--- src/rtl/psum_acc_spad.sv ---
// Partial-sum scratchpad: 2-stage accumulate pipeline with forwarding, registered
// read port and clear sequencer. Define PSUM_SAT_EN for saturating accumulate.
module psum_acc_spad #(
    parameter int DATA_W = 24,
    parameter int DEPTH  = 32,
    parameter int ADDR_W = $clog2(DEPTH)
) (
    input  logic              clk,
    input  logic              rst,
    input  logic              acc_valid,
    output logic              acc_ready,
    input  logic              acc_mode,
    input  logic [ADDR_W-1:0] acc_addr,
    input  logic [DATA_W-1:0] acc_data,
    input  logic              rd_en,
    input  logic [ADDR_W-1:0] rd_addr,
    output logic [DATA_W-1:0] rd_data,
    output logic              rd_valid,
    input  logic              clr_start,
    output logic              busy,
    output logic              ovf_flag
);

    // state    | meaning
    // ST_IDLE  | accepting requests, waiting for clr_start
    // ST_DRAIN | requests blocked, letting the pipeline empty
    // ST_CLEAR | zeroing one entry per cycle, clr_cnt_q = 0 .. DEPTH-1
    typedef enum logic [1:0] {
        ST_IDLE,
        ST_DRAIN,
        ST_CLEAR
    } state_t;

    localparam logic [ADDR_W-1:0] LAST_ADDR = ADDR_W'(DEPTH - 1);

    state_t            state_q, state_d;
    logic [ADDR_W-1:0] clr_cnt_q, clr_cnt_d;

    logic [DATA_W-1:0] rf_q [DEPTH];

    logic              va_q;
    logic              mode_a_q;
    logic [ADDR_W-1:0] addr_a_q;
    logic [DATA_W-1:0] data_a_q;
    logic              vb_q;
    logic [ADDR_W-1:0] addr_b_q;
    logic [DATA_W-1:0] res_b_q, res_b_d;
    logic [DATA_W-1:0] old_a;
    logic              accept;

    logic [DATA_W-1:0] rd_data_q;
    logic              rd_valid_q;

    assign accept = acc_valid & acc_ready;

    always_ff @(posedge clk) begin
        if (!rst) begin
            state_q   <= ST_IDLE;
            clr_cnt_q <= '0;
        end else begin
            state_q   <= state_d;
            clr_cnt_q <= clr_cnt_d;
        end
    end

    always_comb begin
        state_d   = state_q;
        clr_cnt_d = clr_cnt_q;
        acc_ready = 1'b0;
        busy      = 1'b1;
        case (state_q)
            ST_IDLE: begin
                busy      = 1'b0;
                acc_ready = rst;
                if (clr_start) state_d = ST_DRAIN;
            end
            ST_DRAIN: begin
                if (!va_q && !vb_q) begin
                    state_d   = ST_CLEAR;
                    clr_cnt_d = '0;
                end
            end
            ST_CLEAR: begin
                clr_cnt_d = clr_cnt_q + ADDR_W'(1);
                if (clr_cnt_q == LAST_ADDR) state_d = ST_IDLE;
            end
            default: state_d = ST_IDLE;
        endcase
    end

    // Forward the result still waiting in stage B so back-to-back updates chain.
    assign old_a = (vb_q && (addr_b_q == addr_a_q)) ? res_b_q : rf_q[addr_a_q];

`ifdef PSUM_SAT_EN
    logic [DATA_W:0] sum_a;
    logic            ovf_a;
    logic            ovf_b_q;
    logic            ovf_q;
    logic            clr_done;

    always_comb begin
        sum_a = {old_a[DATA_W-1], old_a} + {data_a_q[DATA_W-1], data_a_q};
        ovf_a = mode_a_q && (sum_a[DATA_W] != sum_a[DATA_W-1]);
        if (!mode_a_q)
            res_b_d = data_a_q;
        else if (ovf_a)
            res_b_d = sum_a[DATA_W] ? {1'b1, {(DATA_W-1){1'b0}}} : {1'b0, {(DATA_W-1){1'b1}}};
        else
            res_b_d = sum_a[DATA_W-1:0];
    end

    assign clr_done = (state_q == ST_CLEAR) && (clr_cnt_q == LAST_ADDR);

    always_ff @(posedge clk) begin
        if (!rst) begin
            ovf_b_q <= 1'b0;
            ovf_q   <= 1'b0;
        end else begin
            ovf_b_q <= va_q & ovf_a;
            if (clr_done)
                ovf_q <= 1'b0;
            else if (vb_q && ovf_b_q)
                ovf_q <= 1'b1;
        end
    end

    assign ovf_flag = ovf_q;
`else
    // Wrapping add: the carry out of the DATA_W-bit sum is simply dropped.
    assign res_b_d  = mode_a_q ? (old_a + data_a_q) : data_a_q;
    assign ovf_flag = 1'b0;
`endif

    always_ff @(posedge clk) begin
        if (!rst) begin
            va_q     <= 1'b0;
            mode_a_q <= 1'b0;
            addr_a_q <= '0;
            data_a_q <= '0;
            vb_q     <= 1'b0;
            addr_b_q <= '0;
            res_b_q  <= '0;
        end else begin
            va_q <= accept;
            if (accept) begin
                mode_a_q <= acc_mode;
                addr_a_q <= acc_addr;
                data_a_q <= acc_data;
            end
            vb_q <= va_q;
            if (va_q) begin
                addr_b_q <= addr_a_q;
                res_b_q  <= res_b_d;
            end
        end
    end

    // The pipeline is empty during CLEAR, so the two write sources never collide.
    always_ff @(posedge clk) begin
        if (!rst) begin
            for (int i = 0; i < DEPTH; i++) rf_q[i] <= '0;
        end else if (state_q == ST_CLEAR) begin
            rf_q[clr_cnt_q] <= '0;
        end else if (vb_q) begin
            rf_q[addr_b_q] <= res_b_q;
        end
    end

    always_ff @(posedge clk) begin
        if (!rst) begin
            rd_data_q  <= '0;
            rd_valid_q <= 1'b0;
        end else begin
            rd_valid_q <= rd_en;
            if (rd_en) rd_data_q <= rf_q[rd_addr];
        end
    end

    assign rd_data  = rd_data_q;
    assign rd_valid = rd_valid_q;

endmodule

--- config.mk ---
export PLATFORM = sky130hd
export DESIGN_NAME = psum_acc_spad
export DESIGN_NICKNAME = d
export VERILOG_FILES = /design/src/rtl/psum_acc_spad.sv
export SDC_FILE = /design/constraint.sdc
export NUM_CORES = 2
export LEC_CHECK = 0
export ABC_AREA = 1
export BUFFER_PORTS_ARGS = -buffer_cell sky130_fd_sc_hd__clkbuf_2
export CAP_MARGIN = 25
export CORE_MARGIN = 2
export CORE_UTILIZATION = 43
export CTS_BUF_LIST = sky130_fd_sc_hd__clkbuf_4
export CTS_CLUSTER_SIZE = 14
export DETAILED_ROUTE_END_ITERATION = 10
export SLEW_MARGIN = 5
export SYNTH_ARGS = -nofsm -noshare
export SYNTH_HDL_FRONTEND = slang
export SYNTH_SLANG_ARGS = --single-unit
export TNS_END_PERCENT = 50
--- constraint.sdc ---
create_clock -name clk -period 5.05 [get_ports clk]
set_input_delay 1.515 -clock clk [delete_from_list [all_inputs] [get_ports clk]]
set_output_delay 1.515 -clock clk [all_outputs]
set_load 0.02 [all_outputs]
Word level (Yosys, flattened, before mapping)

Memories as Yosys holds them, arrays and structs flattened. A register that Yosys moved wholly into a read port is not among the register bits.
Index checks and enable logic that the tools add are counted.

Register bits after elaboration: 69
Bits in writable memories: 768
Output and inout port bits: 28
Word-level logic and storage cells: 58
Memories kept: 1

$add $sub $neg: 2
Equality and inequality tests: 7
Mux-type cells: 26
Bitwise logic cells: 1
Reduce and logical (&&, ||, !) cells: 11

Memories:

| name | words | bits a word | rd ports | clocked after memory_dff | wr ports | RTL line | text |
|---|---|---|---|---|---|---|---|
| rf_q | 32    | 24          | 2        | 2                        | 32       | 39       | `logic [DATA_W-1:0] rf_q [DEPTH];` |

Operators by type and width:

| operator                                            | number |
|---|---|
| two-way mux 24 bit                                  | 4 |
| OR reduction 24 bit                                 | 2 |
| two-way mux 5 bit                                   | 5 |
| adder 24 bit                                        | 1 |
| two-way mux 1 bit                                   | 12 |
| one-hot mux 5 bit (2 select lines)                  | 1 |
| two-way mux 2 bit                                   | 3 |
| inequality test 2 bit, second input constant        | 3 |
| one-hot mux 2 bit (3 select lines)                  | 1 |
| adder 5 x 1 -> 5 bit, second input constant         | 1 |
| equality test 5 bit                                 | 1 |
| equality test 5 bit, second input constant          | 1 |
| logical NOT 1 bit                                   | 3 |
| AND reduction 3 bit                                 | 1 |
| equality test 2 x 1 -> 1 bit, second input constant | 1 |
| equality test 2 bit, second input constant          | 1 |
| logical AND 1 bit                                   | 2 |
| logical NOT 2 bit                                   | 1 |
| AND reduction 2 bit                                 | 1 |
| nonzero test 2 bit                                  | 1 |
| AND 1 bit                                           | 1 |

Longest topological paths before layout

Word-level depth: 7
Mapped depth: 27
Gate-level depth less buffers: 23

Worst setup path before layout

Ideal clock, no wire load.

Kind: input port to flip-flop
Start: in rst
End: mem rf_q[3][0] (enable)
Arrival: 3454 ps
Required time: 4669 ps
Slack: 1215 ps
Stages: 11
Path through: inv_2 -> nor3_4 -> inv_2 -> nand2_1 -> o21ai_1 -> inv_1 -> nand2_1 -> nor2_1 -> nand2_1 -> clkbuf_1 -> nand2_1

RTL lines:

| element     | RTL line | text |
|---|---|---|
| from (decl) | 9        | `input logic rst,` |
| to (decl)   | 39       |  |

==> results.md <==
* Status: completed
* Clk_lat worst skew at 1260 ps
* Initial DRT Pass Iterations at 6
* Post-Synth XOR/XNOR Area at 0.291%
* Drt total wl at 188 mm
* Critical-path cell list: inv_8, o21ai_0, o221ai_1, o211ai_1, nand3_1, o211ai_1, nand2_1, ha_1, inv_1, fa_1, inv_1, nand3_1, nand3_1, a21boi_0, o21ai_0, a21oi_1, xnor2_1, o21ai_0, a21oi_1
* WS Path Type: flip-flop to flip-flop
* Syn avg cell area at 8.55 um2
* Layout area overhead at 12.3%
* Arrival time at the worst endpoint at 5700 ps
* Fillers at 9910
* Synth area leader: edfxtp_1
* Vias in the first global route at 40700
* Max frequency at 214 MHz
* Die W at 328 um
* Pleak at roughly 18 nW
* Slew Limit Fails at 0
* Post-synthesis sequential area ratio at 55.4%
* Fin crit period at 4670 ps
* Number of I/O port buffers at 66
* Pwr dens at 346 nW/um2
* CTS tree: done
* Pre-CTS setup slack at between 600 and 700 ps
* Setup Fix Bufs, Post-CTS at 0
* Maximum VDD drop at 223 uV
* Dominant synthesized flop cell: edfxtp_1
* Setup Skew at 100 ps
* Post-Synth Adder-Cell Area at less than 1%
* I/O pin count at 68
* Commonest non-fill, non-tap cell in the layout: nor2_1
* Net load switching power at approximately 5.4 mW
* Yosys reg bits at 866
* First-pass GRT wire length at 272 mm
* Congestion Overflow GR at 0
* Util after Layout at about half
* Final hold vios at 0
* Vias per cell at 6.37
* Internal power at 12.1 mW
* Synth Warn # at 0
* GP Congestion at 0.922
* Die H at 328 um
* Clock transition at the registers of the reported paths at 70 ps
* Layout cell share with drive strength beyond 1 at 12.9%
* Compound-gate portion of the synthesized area at 20.2%
* Nets at about 5400
* CTS Hold Bufs at 0
* CTS buffer count at 225
* Final worst setup slack at 384 ps
* Cts repair resizes at 0
* Sw frac at 30.8%
* Sequential share of power at roughly 47%
* Max_cap viols at 0
* Routed Antenna Nets at 0
* CTS root buffer: clkbuf_4
* Period utilisation layout at 92.4%
* Min-delay worst type: flip-flop to flip-flop
* DR vias at 43900
* Clock net sink count at 866
* Iteration-0 DRC Markers at 7417
* Asr flop ratio synth at 0%
* CP Max Fanout at 70
* Setup TNS at 0 ps
* Routed len/inst at 27.3 um
* Worst EP required at about 6100 ps
* RSZ-0062 raised after global routing: false
* Mux contribution to synthesized area at 0%
* Total Routing Usage GR at between 30% and 40%
* Yosys top cell area share at 51.1%
* Crit. End Element: flip-flop
* Largest net degree at the start of global routing at 101
* Mapped Cells at 5282
* Initial core utilization at a little over two fifths
* Clock buffer depth at 3
* Antenna violations before repair at 10
* DRC Markers at 0
* Slowest cell on the critical path: dfxtp_4
* Yosys cell types at between 40 and 50
* Hpwl dp at roughly 110 mm
* Rows at 118
* CP peak stage delay at 470 ps
* # setup viols final at 0
* Post-Place Cell Area at 47700 um2
* Worst-Margin Slew at 1130 ps
* Post-route cell area at roughly 51000 um2
* Die area at 108000 um2
* Main combinational cell family by area after synthesis: compound AO/OA/AOI/OAI gates
* Mapped Area at 45200 um2
* Synth Area in Simple Gates at 18.4%
* Crit start category: flip-flop
* Relative slew slack at approximately 24%
* Hold slack at 468 ps
* Htree depth at 4
* Combinational power share at 16.9%
* Post-Syn Nets at 5348
* Synth area leaders: edfxtp_1 51%, nor2_1 14%, o21ai_0 11%, o22ai_1 4.8%, dfxtp_1 4.3%
* Most frequent cells in the layout: 1721 x nor2_1, 970 x o21ai_0, 768 x edfxtp_1, 354 x clkbuf_4, 343 x o22ai_1
* Clock power share at between 30 and 40%
* Post-synth EDFFs at 768
* Core Box Area at 104000 um2
[final timing paths]
kind | from | slack [ps] | to | cells past startpoint
hold / removal | clr_cnt_q[3]$_SDFFE_PN0P_ | 470 | clr_cnt_q[3]$_SDFFE_PN0P_ | 1
setup / recovery | flip-flop | 380 | res_b_q[10]$_SDFFE_PN0P_ | 19
setup reg to reg | flip-flop | 380 | res_b_q[10]$_SDFFE_PN0P_ | 19
hold reg to reg | clr_cnt_q[3]$_SDFFE_PN0P_ | 470 | clr_cnt_q[3]$_SDFFE_PN0P_ | 1
[routing by layer]
| layer | global-route usage [%] | wire, um | vias to the layer above | part of all wire (%) |
|---|---|---|---|---|
| li1 | - | - | 18800 | - |
| met1 | 45.2 | 69300 | 20800 | 37 |
| met2 | 50.9 | 80500 | 3545 | 43 |
| met3 | 9.15 | 25900 | 726 | 14 |
| met4 | 20.4 | 12300 | 12 | 6.5 |
| met5 | 0 | 269 | - | 0.14 |
[power by group through the flow]
stage	Combinational [mW]	Sequential, mW	Clock [mW]
after floorplan	1.62	8.32	0
after global placement	2.82	8.36	0
after detailed placement	2.84	8.36	0
after CTS	2.84	8.21	6.39
after global routing	3.12	8.24	6.76
final	2.96	8.22	6.36
[sequential cells by signal (all words and copies together) (netlist names), named ones only]
signal     cells
mode_a_q       1
addr_b_q       5
state_q        2
rf_q         768
vb_q           1
data_a_q      24
clr_cnt_q      5
addr_a_q       5
va_q           1
res_b_q       24
rd_data       24
rd_valid       1
[stage by stage]
stage | cells | total power, mW
3_5_place_dp | 6476 | 11.2
4_1_cts | 6880 | 17.4
5_1_grt | 6885 | 18.1
2_1_floorplan | 5282 | 9.95
6_report | 6890 | 17.5
3_3_place_gp | 6474 | 11.2
[kinds of logic (layout without fill, tap and decap cells)]
| logic type | Yosys count | after routing |
|---|---|---|
| simple gates | 2161 | 2161 |
| compound gates | 1618 | 1618 |
| flops | 866 | 866 |
| buf+inv | 595 | 814 |
| fa+ha+maj | 26 | 26 |
| xor+xnor | 15 | 15 |
| other cells | 1 | 10 |
[area by class of cell]
cell class,count,area (um2),area share [%]
well taps,1380,1730,3.40
flip-flops and latches,866,25000,49.4
clock inverters,50,279,0.550
diodes,9,22.5,0.0444
multi-input cells,3821,17900,35.3
repair buffers,318,2740,5.40
inverters,92,372,0.733
clock buffers,354,2660,5.24
[Yosys cell counts, types with 7 or more instances]
| master | instances |
|---|---|
| nor2_1 | 1721 |
| buf_2 | 9 |
| buf_1 | 14 |
| nand4_1 | 7 |
| o22ai_1 | 343 |
| xor2_1 | 10 |
| o221ai_1 | 89 |
| o21ai_0 | 971 |
| ha_1 | 25 |
| o211ai_1 | 36 |
| o311ai_0 | 11 |
| nand3_1 | 92 |
| nand2_1 | 322 |
| inv_1 | 88 |
| nor3_1 | 10 |
| dfxtp_1 | 98 |
| o31ai_1 | 30 |
| clkbuf_1 | 479 |
| edfxtp_1 | 768 |
| a21oi_1 | 117 |
[worst max-delay path, delay by kind of cell (launching register included)]
kind,cells,cell delay [ps]
AO/OA/AOI/OAI,9,1910
adder cells (fa/ha/maj),2,600
AND/OR/NAND/NOR,4,680
XOR/XNOR,1,140
flip-flops,1,470
buffers and inverters,3,580
Note: power is estimated with default switching activity, not from simulation.
